===== src/rtl/button_command_sequencer_pkg.sv =====
// Shared types for the button command sequencer: command and FSM encodings,
// reset defaults, and the button-to-command priority encoder.
package button_command_sequencer_pkg;

   typedef enum logic [1:0] {
      CMD_MODE_NEXT = 2'd0,
      CMD_STEP_UP   = 2'd1,
      CMD_STEP_DOWN = 2'd2,
      CMD_CHAN_NEXT = 2'd3
   } cmd_e;

   typedef enum logic [1:0] {
      ST_IDLE  = 2'd0,
      ST_ARMED = 2'd1,
      ST_APPLY = 2'd2
   } state_e;

   localparam logic [1:0] MODE_RESET    = 2'd0;
   localparam logic [3:0] STEP_RESET    = 4'd1;
   localparam logic [1:0] CHANNEL_RESET = 2'd0;
   localparam logic [7:0] DROP_MAX      = 8'd255;

   // Highest set button wins; caller only uses the result when any bit is set.
   function automatic cmd_e encode_buttons(input logic [3:0] buttons);
      if (buttons[3])      return CMD_MODE_NEXT;
      else if (buttons[2]) return CMD_STEP_UP;
      else if (buttons[1]) return CMD_STEP_DOWN;
      else                 return CMD_CHAN_NEXT;
   endfunction

   // Presses that lose the priority encode in the same cycle.
   function automatic logic [2:0] extra_presses(input logic [3:0] buttons);
      logic [2:0] ones;
      ones = '0;
      for (int i = 0; i < 4; i++) ones = ones + 3'(buttons[i]);
      return (ones == 3'd0) ? 3'd0 : ones - 3'd1;
   endfunction

endpackage


===== src/rtl/button_command_sequencer_command_fifo.sv =====
// Small FIFO of 2-bit commands; a push is accepted when full if a pop
// happens in the same cycle.
module command_fifo
   import button_command_sequencer_pkg::*;
#(
   parameter int DEPTH = 4
) (
   input  logic       i_Clk,
   input  logic       i_Rst_L,
   input  logic       push,
   input  cmd_e       push_data,
   input  logic       pop,
   output cmd_e       pop_data,
   output logic       full,
   output logic       empty,
   output logic [4:0] count
);

   localparam int AW = $clog2(DEPTH);

   cmd_e           mem [DEPTH];
   logic [AW-1:0]  wr_ptr;
   logic [AW-1:0]  rd_ptr;
   logic           wr_en;
   logic           rd_en;

   assign full     = (count == 5'(DEPTH));
   assign empty    = (count == 5'd0);
   assign rd_en    = pop && !empty;
   assign wr_en    = push && (!full || rd_en);
   assign pop_data = mem[rd_ptr];

   // NOTE: storage has no reset; an entry is only read after it was written,
   // and the pointer/count reset below is what empties the queue.
   always_ff @(posedge i_Clk) begin
      if (wr_en) mem[wr_ptr] <= push_data;
   end

   // NOTE: sequential state uses non-blocking assignments only, so every
   // register samples pre-edge values regardless of statement order.
   always_ff @(posedge i_Clk or negedge i_Rst_L) begin
      if (!i_Rst_L) begin
         wr_ptr <= '0;
         rd_ptr <= '0;
         count  <= '0;
      end else begin
         if (wr_en) wr_ptr <= wr_ptr + AW'(1);
         if (rd_en) rd_ptr <= rd_ptr + AW'(1);
         case ({wr_en, rd_en})
            2'b10:   count <= count + 5'd1;
            2'b01:   count <= count - 5'd1;
            default: count <= count;
         endcase
      end
   end

endmodule


===== src/rtl/button_command_sequencer.sv =====
// Queues button commands and applies at most one per video frame, during
// vertical blanking, to the gradient configuration registers.
module button_command_sequencer
   import button_command_sequencer_pkg::*;
#(
   parameter int DEPTH    = 4,
   parameter int STEP_MAX = 15
) (
   input  logic       i_Clk,
   input  logic       i_Rst_L,
   input  logic [3:0] i_Buttons,
   input  logic       i_Frame_Start,
   output logic [1:0] o_Mode,
   output logic [3:0] o_Step,
   output logic [1:0] o_Channel,
   output logic       o_Update,
   output logic [4:0] o_Pending,
   output logic [7:0] o_Drop_Count
);

   localparam logic [3:0] STEP_TOP = 4'(STEP_MAX);

   state_e     state;
   cmd_e       push_cmd;
   cmd_e       pop_cmd;
   logic       push;
   logic       pop;
   logic       push_ok;
   logic       fifo_full;
   logic       fifo_empty;
   logic [4:0] fifo_count;
   logic [3:0] drop_inc;
   logic [8:0] drop_sum;

   assign push      = |i_Buttons;
   assign push_cmd  = encode_buttons(i_Buttons);
   assign pop       = (state == ST_APPLY) && !fifo_empty;
   assign push_ok   = push && (!fifo_full || pop);
   assign o_Pending = fifo_count;

   command_fifo #(.DEPTH(DEPTH)) u_command_fifo (
      .i_Clk     (i_Clk),
      .i_Rst_L   (i_Rst_L),
      .push      (push),
      .push_data (push_cmd),
      .pop       (pop),
      .pop_data  (pop_cmd),
      .full      (fifo_full),
      .empty     (fifo_empty),
      .count     (fifo_count)
   );

   // Same-cycle losers plus a rejected push when the queue stays full.
   assign drop_inc = 4'(extra_presses(i_Buttons)) + 4'(push && !push_ok);
   assign drop_sum = {1'b0, o_Drop_Count} + 9'(drop_inc);

   always_ff @(posedge i_Clk or negedge i_Rst_L) begin
      if (!i_Rst_L) begin
         o_Drop_Count <= '0;
      end else begin
         o_Drop_Count <= drop_sum[8] ? DROP_MAX : drop_sum[7:0];
      end
   end

   always_ff @(posedge i_Clk or negedge i_Rst_L) begin
      if (!i_Rst_L) begin
         state     <= ST_IDLE;
         o_Mode    <= MODE_RESET;
         o_Step    <= STEP_RESET;
         o_Channel <= CHANNEL_RESET;
         o_Update  <= 1'b0;
      end else begin
         o_Update <= 1'b0;
         case (state)
            ST_IDLE: begin
               if (fifo_count != 5'd0) state <= ST_ARMED;
            end
            ST_ARMED: begin
               if (i_Frame_Start) state <= ST_APPLY;
            end
            ST_APPLY: begin
               o_Update <= 1'b1;
               case (pop_cmd)
                  CMD_MODE_NEXT: o_Mode <= o_Mode + 2'd1;
                  CMD_STEP_UP:   if (o_Step < STEP_TOP) o_Step <= o_Step + 4'd1;
                  CMD_STEP_DOWN: if (o_Step > 4'd1) o_Step <= o_Step - 4'd1;
                  CMD_CHAN_NEXT: o_Channel <= (o_Channel == 2'd2) ? 2'd0 : o_Channel + 2'd1;
               endcase
               // Occupancy after this pop, counting a push landing this cycle.
               state <= (fifo_count > 5'd1 || push_ok) ? ST_ARMED : ST_IDLE;
            end
            default: state <= ST_IDLE;
         endcase
      end
   end

endmodule


===== config.mk =====
export PLATFORM = sky130hd
export DESIGN_NAME = button_command_sequencer
export DESIGN_NICKNAME = d
export VERILOG_FILES = /design/src/rtl/button_command_sequencer_pkg.sv /design/src/rtl/button_command_sequencer_command_fifo.sv /design/src/rtl/button_command_sequencer.sv
export SDC_FILE = /design/constraint.sdc
export NUM_CORES = 1
export LEC_CHECK = 0
export ABC_AREA = 1
export BUFFER_PORTS_ARGS = -buffer_cell sky130_fd_sc_hd__buf_2
export CORE_ASPECT_RATIO = 1.75
export CORE_MARGIN = 2
export CORE_UTILIZATION = 50
export CTS_CLUSTER_DIAMETER = 150
export DETAILED_ROUTE_END_ITERATION = 7
export GPL_TIMING_DRIVEN = 0
export HOLD_SLACK_MARGIN = 0.15
export PLACE_DENSITY = 0.71
export SYNTH_ARGS = -nofsm -noshare
export SYNTH_HDL_FRONTEND = slang
export SYNTH_SLANG_ARGS = --single-unit

===== constraint.sdc =====
create_clock -name i_Clk -period 2.38 [get_ports i_Clk]
set_input_delay 0.238 -clock i_Clk [delete_from_list [all_inputs] [get_ports i_Clk]]
set_output_delay 0.238 -clock i_Clk [all_outputs]
set_load 0.02 [all_outputs]

After elaboration in Yosys (flattened, before gate mapping)
Memories as Yosys holds them, arrays and structs flattened.
Index checks and enable logic that the tools add are counted.
{"block": "word_totals", "ff_bits": 28, "latch_bits": 0, "mem_bits_rw": 8, "romBits": 0, "input_bits": 7, "output_inout_bits": 22, "mem_count": 1}
{"name": "u_command_fifo.mem", "words": 4, "word_bits": 2, "read_ports": 1, "rd_clocked_by_memory_dff": 0, "write_ports": 1, "line": "button_command_sequencer_command_fifo.sv:21", "source": "cmd_e mem [DEPTH];"}
{"block": "op_classes", "add_sub_neg": 14, "n_mul": 0, "n_div": 0, "n_lt_le_gt_ge": 3, "eq_ne": 13, "shift": 0, "muxes": 17, "bitwise_logic": 0, "reduce_logical": 23}
{"cell": "$eq A2 B2 Y1 const B", "count": 5}
{"cell": "$mux W2", "count": 5}
{"cell": "$pmux W5 S2", "count": 1}
{"cell": "$add A8 B4 Y9", "count": 1}
{"cell": "$add A2 B1 Y2 const B", "count": 4}
{"cell": "$mux W4", "count": 2}
{"cell": "$mux W8", "count": 1}
{"cell": "$ne A2 B2 Y1 const B", "count": 4}
{"cell": "$pmux W4 S2", "count": 1}
{"cell": "$eq A2 B1 Y1 const B", "count": 3}
{"cell": "$pmux W2 S3", "count": 1}
{"cell": "$reduce_and A2 Y1", "count": 3}
{"cell": "$add A5 B1 Y5 const B", "count": 1}
{"cell": "$eq A5 B3 Y1 const B", "count": 1}
{"cell": "$gt A5 B1 Y1 const B", "count": 1}
{"cell": "$logic_and A1 B1 Y1", "count": 5}
{"cell": "$logic_not A5 Y1", "count": 1}
{"cell": "$mux W1", "count": 5}
{"cell": "$reduce_bool A5 Y1", "count": 1}
{"cell": "$sub A5 B1 Y5 const B", "count": 1}
{"cell": "$add A3 B1 Y4", "count": 1}
{"cell": "$add A4 B1 Y4 const B", "count": 1}
{"cell": "$gt A4 B1 Y1 const B", "count": 1}
{"cell": "$logic_not A2 Y1", "count": 2}
{"cell": "other kinds (13)", "count": 18}

Depth between registers and ports, before layout
Gate-level depths: netlist of the first run.
{"block": "logic_depth", "depth_word": 10, "ltp_mapped": 15, "ltp_nobuf": 15}

Hierarchy
A second synthesis of the first run with hierarchy kept.
{"block": "hier_totals", "hier_cells": 261, "area_unflattened_um2": 2252.2}
{"mod": "button_command_sequencer", "instances": 1, "cells_each": 168, "area_per_inst_um2": 1318.8, "seq_area_each_um2": 476.7}
{"mod": "command_fifo", "instances": 1, "cells_each": 93, "area_per_inst_um2": 933.4, "seq_area_each_um2": 465.4}

Worst setup path before layout of the first run
No wires, ideal clock.
{"block": "synth_timing", "path_type": "input to register", "from": "in i_Buttons[0]", "to": "reg o_Drop_Count[2]", "setup_time_ps": 83, "arrival_time_ps": 2841, "setup_slack_ps": -544, "stages": 15, "path_cell_list": "fa_1 ha_1 ha_1 nor2_1 ha_1 or2_2 fa_1 inv_1 fa_1 nand2_1 nand2_1 nand3_1 nor2_1 nand2_1 o21ai_0"}
{"block": "synth_between", "elab_chain_len": 8, "word_cells_on_any_way": 13}
{"element": "start, declared", "line": "button_command_sequencer.sv:11", "source": "input logic [3:0] i_Buttons,"}
{"element": "$add A1 B1 Y2", "line": "button_command_sequencer_pkg.sv:35", "source": "for (int i = 0; i < 4; i++) ones = ones + 3'(buttons[i]);"}
{"element": "$add A2 B1 Y3", "line": "button_command_sequencer_pkg.sv:35"}
{"element": "$add A3 B1 Y3", "line": "button_command_sequencer_pkg.sv:35"}
{"element": "$sub A3 B1 Y3 or $logic_not A3 Y1 (tied branches)", "line": "button_command_sequencer_pkg.sv:36", "source": "return (ones == 3'd0) ? 3'd0 : ones - 3'd1;"}
{"element": "$mux W3", "line": "button_command_sequencer_pkg.sv:36"}
{"element": "$add A3 B1 Y4 (*)", "line": "button_command_sequencer.sv:54", "source": "assign drop_inc = 4'(extra_presses(i_Buttons)) + 4'(push && !push_ok);"}
{"element": "$add A8 B4 Y9 (*)", "line": "button_command_sequencer.sv:55", "source": "assign drop_sum = {1'b0, o_Drop_Count} + 9'(drop_inc);"}
{"element": "$mux W8 (*)", "line": "button_command_sequencer.sv:61", "source": "o_Drop_Count <= drop_sum[8] ? DROP_MAX : drop_sum[7:0];"}
{"element": "end signal, assigned", "line": "button_command_sequencer.sv:61"}
{"element": "end, declared", "line": "button_command_sequencer.sv:18", "source": "output logic [7:0] o_Drop_Count"}
Mark *: on every way between the ends. The rest lies on a longest branch, timed or not.
A chain may end at the register's enable or synchronous reset.

Worst setup path after layout of the first run
{"block": "layout_timing", "from": "in i_Buttons[0]", "to": "reg o_Drop_Count[4]"}
Same word-level chain as after synthesis.

==> results of run 1 <==
[synthesized netlist by cell type (all sizes together)]
library cell,n
nand3b,2
o31ai,1
nor2,20
or2,4
dfstp,1
a31oi,1
ha,19
nor3,3
edfxtp,8
xnor2,2
clkbuf,1
o21ai,11
nand4,4
dfrtp,27
a21oi,3
nand2,64
inv,42
nand3,28
xor2,10
o211ai,1
fa,3
[through the flow]
stage	power, mW	hold WS, ns
after CTS	3.50	0.190
after global placement	2.89	0.304
after global routing	3.89	0.199
after detailed placement	2.95	0.295
after floorplan	2.49	-0.0576
final	3.53	0.198
[flip-flops by register name, summed over array words and instances, names as in the netlist]
| signal | flops |
|---|---|
| o_Channel | 2 |
| o_Drop_Count | 8 |
| o_Mode | 2 |
| o_Step | 4 |
| u_command_fifo.mem | 8 |
| state | 2 |
| o_Update | 1 |
| u_command_fifo.wr_ptr | 2 |
| u_command_fifo.count | 5 |
| u_command_fifo.rd_ptr | 2 |
[final timing paths]
path	from	endpoint	slack [ns]	depth (start not counted)
max	i_Buttons[0]	o_Drop_Count[4]	-0.34	16
min	i_Frame_Start	state[1]	0.20	3
max reg2reg	u_command_fifo.count[0]	o_Drop_Count[4]	0.01	14
min reg2reg	o_Mode[1]	o_Mode[1]	0.48	1
max in group asynchronous	i_Rst_L	u_command_fifo.wr_ptr[1]	1.45	2
min in group asynchronous	i_Rst_L	o_Step[3]	0.50	2
[power breakdown]
group | switching, mW | leakage, nW | total [mW] | internal, mW
clock | 0.227 | 0.0479 | 0.431 | 0.204
sequential | 0.252 | 0.419 | 1.18 | 0.924
combinational | 1.20 | 0.948 | 1.93 | 0.728
[metal layers]
layer | wire (um) | track usage (%) | up-vias | share of wire (%)
met5 | 0 | 0 | - | 0
met2 | 2560 | 39.1 | 26 | 59
met4 | 77 | 8.33 | 0 | 1.8
li1 | - | - | 891 | -
met1 | 1540 | 19.4 | 805 | 36
met3 | 128 | 4.77 | 5 | 3.0
[layout make-up]
type | instances | area, um^2 | share of cell area, %
Clock buffer | 5 | 68.8 | 2.60
Multi-Input combinational cell | 176 | 1190 | 44.7
Sequential cell | 36 | 942 | 35.5
Tap cell | 49 | 61.3 | 2.31
Clock inverter | 3 | 18.8 | 0.708
Timing Repair Buffer | 35 | 211 | 7.98
Inverter | 42 | 158 | 5.95
Buffer | 1 | 5.00 | 0.189
[worst max-delay path, stage by stage]
cell and delay (ns):
buf_6 0.10, fa_1 0.48, ha_2 0.20, ha_4 0.27, nor2_2 0.04, ha_2 0.15, or2_4 0.25, fa_2 0.36
inv_2 0.07, fa_2 0.23, nand2_4 0.07, nand2_4 0.08, buf_6 0.10, nand2_2 0.04, or2_4 0.22, nand3_2 0.06
[kinds of logic (layout without fill, tap and decap cells)]
kind of cell               count (synthesis)  after routing
DFF                                       36             36
xor gates and xnor gates                  12             12
buffers and inverters                     43             86
AOI/OAI and AO/OA                         17             17
adders and majority gates                 22             22
and+or+nand+nor                          125            125
[timing repair]
action,CTS,global route
hold endpoints to repair,27,0
buffers inserted,4,2
pin swaps,9,1
resized for setup,14,6
hold buffers,1,0
setup endpoints to repair,8,11
==> results.cfg, run 1 <==
[cells_and_area]
nets = 326
fillCellCount = 361
finish.utilization_pct = 63.9
antenna_cells = 0
design_area_um2 = 2650
stdcell_count = 347
layout-drive-gt1-share_pct = 27.2
area_growth_pct = 21.4
final_common_cell = nand2_1
final_cell_mix = nand2_1, inv_1, dfrtp_1

[power_and_ir_drop]
p_leak_nw = 1.41
power_density_nw_per_um2 = 1330
max-vdd-ir-drop_mv = 0.961

[route]
dr.pass1.iters = 4
vias = 1727
wl_per_cell_um = 12.4
drt_iter0_drc = 27
wirelength_um = 4310
ant_nets = 0
drc = 0
vias_per_cell = 4.98

[worst_setup_path]
critPathLaunchType = primary input
worst-setup-path-type = in2reg
cp-end-kind = register
cp.arrival_ns = 2.96
cp_max_fo = 3
worstPathRequired_ns = 2.61

[timing]
worstMarginPinSlew_ns = 0.653
fmax_ghz = 0.367
min_period_ns = 2.72
setup_ws_ns = -0.344
finClkSkew_ns = 0.00578
maxSlewHeadroom_pct = 56.4
tns_ns = -2.51
slew_violations = 0
grt_setup_unrepaired = true
hold_viol_final = 0
setup_viol = 8
period_share_pct = 114

[global_routing]
grt_pass1_wl_um = 7430
grt_pass1_vias = 1829
grt_max_degree = 29
antenna_found_initial = 0
gr-usage-all-layers_pct = 20.7
grt_overflow_total = 0

[logic_synthesis]
syn_area_per_cell_um2 = 8.57
synth_top_family_by_area = simple AND/OR/NAND/NOR gates
netlist.area_leader.share_pct = 30.9
seq_area_frac_synth_pct = 43.1
synth-simple-area-share_pct = 26.8
ys.warnings.count = 0
synthCells = 255
ys_ff_latch = 36
synthTopCellsByArea = dfrtp_1, edfxtp_1, ha_1
synth-adder-area-share_pct = 13.6
synthesis.nets = 284
synthesis.area_um2 = 2180
synth_compound_area_share_pct = 4.18
yosysUniqueCellTypes = 27
synth_top_area_cell = dfrtp_1
synth.area.mux_share_pct = 0
synth_xor_area_share_pct = 4.81

[floorplan]
die_h_um = 91.4
die_w_um = 54.0
core_area_um2 = 4150
fp-row-count = 31
ioPinCount = 29
initial_core_util_pct = 52.6
dieArea_um2 = 4930

[cts]
cts_buffers = 5
cts_root_buffer = clkbuf_8
cts_buffer_depth = 2
clock_sinks = 36
ctsHtreeMaxLevel = 2
clk_latency_ns = 0.29
cts_tree = done
clk_pin_slew_ns = 0.08

[placed_design]
dpl_cell_area_um2 = 2420
place_inst = 332
hpwl_um = 3240
post-place-ws_ns = -0.784
portBuffers = 28
gp_congestion = 0.796

[hold_path]
hold_path_class = in2reg

[flow_run]
drv_cap = 0

[status]
status = complete, but fails checks
violations = setup timing
(Power assumes the default switching activity.)
==> run 2, diff against run 1 <==
--- a/config.mk
+++ b/config.mk
@@ -17,4 +17,5 @@
 export PLACE_DENSITY = 0.71
 export SYNTH_ARGS = -nofsm -noshare
 export SYNTH_HDL_FRONTEND = slang
+export SYNTH_HIERARCHICAL = 1
 export SYNTH_SLANG_ARGS = --single-unit
==> run 2 against run 1 <==
Effect of this change:
- the flow still finishes with violations (setup timing)
- maximum frequency grew 4.6%
- critical path depth is the same
- largest power group unchanged
- area after synthesis grew 3.1%
- clock skew grew 0.0011 ns
- power shrank 5.6%
- clock power shrank 3%
- critical endpoint is now o_Drop_Count[6]
- critical path type unchanged
- sequential cell count is the same
- highest routed layer unchanged
- via count is essentially flat
- final area grew 0.61%
- sequential power is essentially flat
- utilization shrank 2.8 points
==> results.cfg, run 2 <==
[status]
status = complete, but fails checks
violations = setup timing

[timing]
setup_viol = 8
fmax_ghz = 0.384
worstMarginPinSlew_ns = 0.653
maxSlewHeadroom_pct = 56.5
slew_violations = 0
setup_ws_ns = -0.224
hold_viol_final = 0
min_period_ns = 2.60
grt_setup_unrepaired = true
tns_ns = -1.67
finClkSkew_ns = 0.00688
period_share_pct = 109

[logic_synthesis]
synthFlopType = dfrtp_1
synth-adder-area-share_pct = 13.0
synth_xor_area_share_pct = 3.89
syn_area_per_cell_um2 = 8.63
synthCells = 261
yosysMostFrequentCell = nand2_1
yosysUniqueCellTypes = 33
netlist.area_leader.share_pct = 30.0
synth.area.mux_share_pct = 0
synthTopCellsByArea = dfrtp_1, edfxtp_1, ha_1
ys.warnings.count = 6
synth_top_family_by_area = simple AND/OR/NAND/NOR gates
synth-async-reset-ratio_pct = 77.8
synthTopCellsByCount = nand2_1, inv_1, dfrtp_1
synth_compound_area_share_pct = 6.22
synth-simple-area-share_pct = 26.6
synth_edf_count = 8
seq_area_frac_synth_pct = 41.8
synthesis.nets = 289
ys_ff_latch = 36
synth_top_area_cell = dfrtp_1
synthesis.area_um2 = 2250

[cts]
cts_buffer_depth = 2
clock_sinks = 36
clk_latency_ns = 0.29
clk_pin_slew_ns = 0.07
cts_buffers = 5
ctsHtreeMaxLevel = 2
cts_tree = done
cts_root_buffer = clkbuf_8

[global_routing]
grt_overflow_total = 0
grt_max_degree = 29
gr-usage-all-layers_pct = 18.1
antenna_found_initial = 0
grt_pass1_wl_um = 6840
grt_pass1_vias = 1720

[route]
drc = 0
wl_per_cell_um = 11.1
vias = 1728
dr.pass1.iters = 4
ant_nets = 0
drt_iter0_drc = 15
wirelength_um = 3930
vias_per_cell = 4.87

[power_and_ir_drop]
p_int_mw = 1.80
pwr-share-comb_pct = 52.4
max-vdd-ir-drop_mv = 0.640
p_clk_share_pct = 12.6
power_density_nw_per_um2 = 1250
switching_share_pct = 46.0
seqPwrFrac_pct = 35.1
p_total_mw = 3.34
switching_power_mw = 1.54
p_leak_nw = 1.39

[worst_setup_path]
worstPathRequired_ns = 2.60
cp-end-kind = register
critPathLaunchType = primary input
worst-setup-path-type = in2reg
cp_max_fo = 7
cp.arrival_ns = 2.83

[cells_and_area]
antenna_cells = 0
fillCellCount = 393
area_growth_pct = 18.4
design_area_um2 = 2670
finish.utilization_pct = 61.1
final_common_cell = nand2_1
top_regs = o_Drop_Count (8), u_command_fifo/mem (8), u_command_fifo/count (5)
final_cell_mix = nand2_1, inv_1, buf_2, dfrtp_1, nor2_1
layout-drive-gt1-share_pct = 28.9
nets = 331

[placed_design]
dpl_cell_area_um2 = 2500
portBuffers = 28
hpwl_um = 3010
post-place-ws_ns = -0.653
gp_congestion = 0.806

[floorplan]
initial_core_util_pct = 51.6
fp-row-count = 32
ioPinCount = 29
die_h_um = 92.8
die_w_um = 54.7
core_area_um2 = 4360
dieArea_um2 = 5080

[flow_run]
drv_cap = 0

[hold_path]
hold_path_class = in2reg
==> run 2: cell count changes in the layout (fill, tap and decap cells not counted), sizes merged, moves of 3 or more <==
cell   change
nand3      -6
nor2      +12
a21oi      +5
nand4      -3
nand2      -5
xor2       -3
inv        +5
==> run 2: timing repair <==
item,4_1_cts,5_1_grt
hold buffers,1,0
resized for setup,5,3
pin swaps,8,1
endpoints found under the hold margin,27,0
buffers inserted,4,2
setup endpoints to repair,9,10
==> run 2: metrics by stage <==
step	hold WS (ns)	cells
after floorplan	-0.0576	261
after global placement	0.304	340
after detailed placement	0.312	340
after CTS	0.197	353
after global routing	0.196	355
final	0.198	355
==> run 2: path summary, 6_finish.rpt <==
check                                              from                       to  slack, ns  depth (start not counted)
worst max-delay path                       i_Buttons[3]          o_Drop_Count[6]      -0.22                         16
worst min-delay path                      i_Frame_Start                 state[1]       0.20                          3
worst max register to register  u_command_fifo/count[1]          o_Drop_Count[6]      -0.12                         14
worst min register to register                o_Mode[1]                o_Mode[1]       0.47                          1
max in group asynchronous                       i_Rst_L  u_command_fifo/count[0]       1.44                          2
min in group asynchronous                       i_Rst_L                o_Step[1]       0.51                          2
==> run 2: per-layer routing <==
layer  GRT usage [%]  wire length, um
met5               0                0
met3            4.19              138
met4            7.71               80
met2            31.4             2150
met1            19.8             1560
==> run 2: logic make-up after synthesis <==
kind of cell,Yosys count
AND/OR/NAND/NOR,122
buffers and inverters,48
flip-flops,36
AO/OA/AOI/OAI,24
adder cells (fa/ha/maj),21
XOR/XNOR,10
==> run 2: power groups by stage <==
stage	Sequential (mW)	Combinational, mW	Clock [mW]
3_5_place_dp	1.18	1.69	0
4_1_cts	1.17	1.75	0.430
3_3_place_gp	1.18	1.64	0
5_1_grt	1.22	2.01	0.455
6_report	1.17	1.75	0.420
2_1_floorplan	1.35	1.11	0
==> run 2: area by class of cell <==
class	count	area, um^2	area share [%]
Sequential cell	36	942	35.3
Inverter	47	181	6.80
Buffer	1	11.3	0.422
Clock inverter	1	3.75	0.141
Clock buffer	7	76.3	2.86
Tap cell	51	63.8	2.39
Multi-Input combinational cell	177	1190	44.5
Timing Repair Buffer	35	201	7.55
==> run 2: worst max-delay path: stages <==
cell     delay [ns]
buf_2          0.13
fa_1           0.44
ha_2           0.20
ha_4           0.26
nor2_2         0.04
ha_2           0.15
or2_4          0.22
fa_2           0.33
inv_2          0.07
fa_2           0.20
nand2_2        0.07
nand2_4        0.07
inv_4          0.04
nor2_4         0.10
nand3_4        0.14
nand3_2        0.11
==> run 3, diff against run 2 <==
--- a/config.mk
+++ b/config.mk
@@ -14,7 +14,8 @@
 export DETAILED_ROUTE_END_ITERATION = 7
 export GPL_TIMING_DRIVEN = 0
 export HOLD_SLACK_MARGIN = 0.15
-export PLACE_DENSITY = 0.71
+export PLACE_DENSITY_LB_ADDON = 0.15
+export SKIP_LAST_GASP = 1
 export SYNTH_ARGS = -nofsm -noshare
 export SYNTH_HDL_FRONTEND = slang
 export SYNTH_HIERARCHICAL = 1
==> run 3 against run 2 <==
Effect of this change:
- clock-buffer cell count is 1 higher
- combinational power is 2% higher
- critical path depth stayed put
- non-clock buffer count is 1 lower
- critical path type unchanged
- final cell count is 0.28% lower
- via count is 1.6% higher
- setup slack worse by 0.030 ns
- largest cell class unchanged
- the run still ends with setup timing left
- largest power group unchanged
- power is 2.3% higher
- highest routed layer unchanged
==> results.cfg, run 3 (synthesis results as in run 2) <==
[timing]
hold_viol_final = 0
slew_violations = 0
maxSlewHeadroom_pct = 57.5
setup_ws_ns = -0.254
fmax_ghz = 0.380
hold_slack_ns = 0.193
setup_viol = 8
grt_setup_unrepaired = true
worstMarginPinSlew_ns = 0.637
min_period_ns = 2.63
finClkSkew_ns = 0.00315
period_share_pct = 111

[global_routing]
gr-usage-all-layers_pct = 20.0
antenna_found_initial = 0
grt_max_degree = 29
grt_pass1_vias = 1857
grt_overflow_total = 0
grt_pass1_wl_um = 7380

[floorplan]
initial_core_util_pct = 51.6
ioPinCount = 29
core_area_um2 = 4360
die_h_um = 92.8
dieArea_um2 = 5080
fp-row-count = 32
die_w_um = 54.7

[cells_and_area]
design_area_um2 = 2700
final_cell_mix = nand2_1, inv_1, buf_2
antenna_cells = 0
nets = 330
area_growth_pct = 20.0
layout-drive-gt1-share_pct = 31.4
multi_input_area_um2 = 1200
fillCellCount = 411
final_common_cell = nand2_1
top_regs = o_Drop_Count (8), u_command_fifo/mem (8), u_command_fifo/count (5)
regArea_um2 = 947

[flow_run]
drv_cap = 0

[cts]
clock_sinks = 36
cts_root_buffer = clkbuf_8
clk_pin_slew_ns = 0.07
clk_latency_ns = 0.29
cts_buffer_depth = 2
ctsHtreeMaxLevel = 2
cts_buffers = 5
cts_tree = done

[power_and_ir_drop]
p_leak_nw = 1.39
max-vdd-ir-drop_mv = 0.713
power_density_nw_per_um2 = 1260

[placed_design]
gp_congestion = 0.776
portBuffers = 28
dpl_cell_area_um2 = 2500
hpwl_um = 3260

[worst_setup_path]
worstPathRequired_ns = 2.61
cp.arrival_ns = 2.86
cp_max_fo = 7
critPathLaunchType = primary input
crit_chain = buf_6, fa_1, ha_2, ha_4, nor2_2, ha_2, or2_4, fa_2, inv_2, fa_2, nand2_2, nand2_4, inv_4, nor2_4, nand3_4, nand3_2
worst-setup-path-type = in2reg
cpPeakStageDelay_ns = 0.47
cpMaxStageDelayCell = fa_1
cp-end-kind = register
reg2reg_depth = 14

[route]
dr.pass1.iters = 4
wirelength_um = 4190
drc = 0
wl_per_cell_um = 11.8
drt_iter0_drc = 24
vias = 1756
ant_nets = 0
vias_per_cell = 4.96

[hold_path]
hold_depth = 3
hold_path_class = in2reg

[status]
status = complete, but fails checks
violations = setup timing
run 3: cell count changes in the layout (fill, tap and decap cells not counted), sizes merged:
cell,before,now
buf,35,34
clkbuf,7,8
clkinv,1,0
run 3: through the flow:
stage / setup TNS, ns / util [%] / power, mW / instances / worst slack, ns
after floorplan: -2.88 / - / 2.46 / 261 / -0.377
after global placement: -5.08 / 57.4 / 2.83 / 340 / -0.655
after detailed placement: -5.44 / 57.4 / 2.90 / 340 / -0.697
after CTS: -1.98 / 60.9 / 3.42 / 353 / -0.261
after global routing: -3.00 / 61.9 / 3.77 / 354 / -0.389
final: -1.86 / 61.9 / 3.42 / 354 / -0.254
run 3: path summary, 6_finish.rpt:
path,endpoint,start,slack (ns)
setup / recovery,o_Drop_Count[4],i_Buttons[0],-0.25
hold / removal,state[1],i_Frame_Start,0.19
setup reg to reg,o_Drop_Count[4],u_command_fifo/count[1],-0.15
hold reg to reg,o_Mode[1],o_Mode[1],0.47
max in group asynchronous,u_command_fifo/count[3],i_Rst_L,1.42
min in group asynchronous,o_Step[1],i_Rst_L,0.50
run 3: what timing repair did:
| action | CTS | global route |
|---|---|---|
| setup endpoints to repair | 9 | 10 |
| hold endpoints to repair | 27 | 0 |
| gates resized for setup | 7 | 13 |
| pin swaps | 8 | 2 |
| hold buffers | 1 | 0 |
| setup buffers | 4 | 1 |
run 3: routing by layer:
metal | vias up | wire (um) | GRT usage (%) | share of wire, %
li1 | 903 | - | - | -
met1 | 816 | 1480 | 18.0 | 35
met2 | 29 | 2490 | 39.3 | 59
met3 | 8 | 127 | 3.39 | 3.0
met4 | 0 | 95 | 8.33 | 2.3
met5 | - | 0 | 0 | 0
run 3: cell type report:
cell class / count / area share [%]
Multi-Input combinational cell: 177 / 44.4
Sequential cell: 36 / 35.0
Timing Repair Buffer: 34 / 7.78
Inverter: 47 / 6.71
Clock buffer: 8 / 3.33
Tap cell: 51 / 2.36
Buffer: 1 / 0.417
run 3: critical path: cells and delay by family:
family / cells / cell delay [ns]
adders and majority gates: 6 / 1.64
buffers and inverters: 3 / 0.21
and+or+nand+nor: 7 / 0.77
run 3: where the power goes:
part / internal (mW) / leakage, nW / switching, mW
clock network: 0.236 / 0.0455 / 0.210
logic: 0.701 / 0.934 / 1.09
registers: 0.925 / 0.412 / 0.256
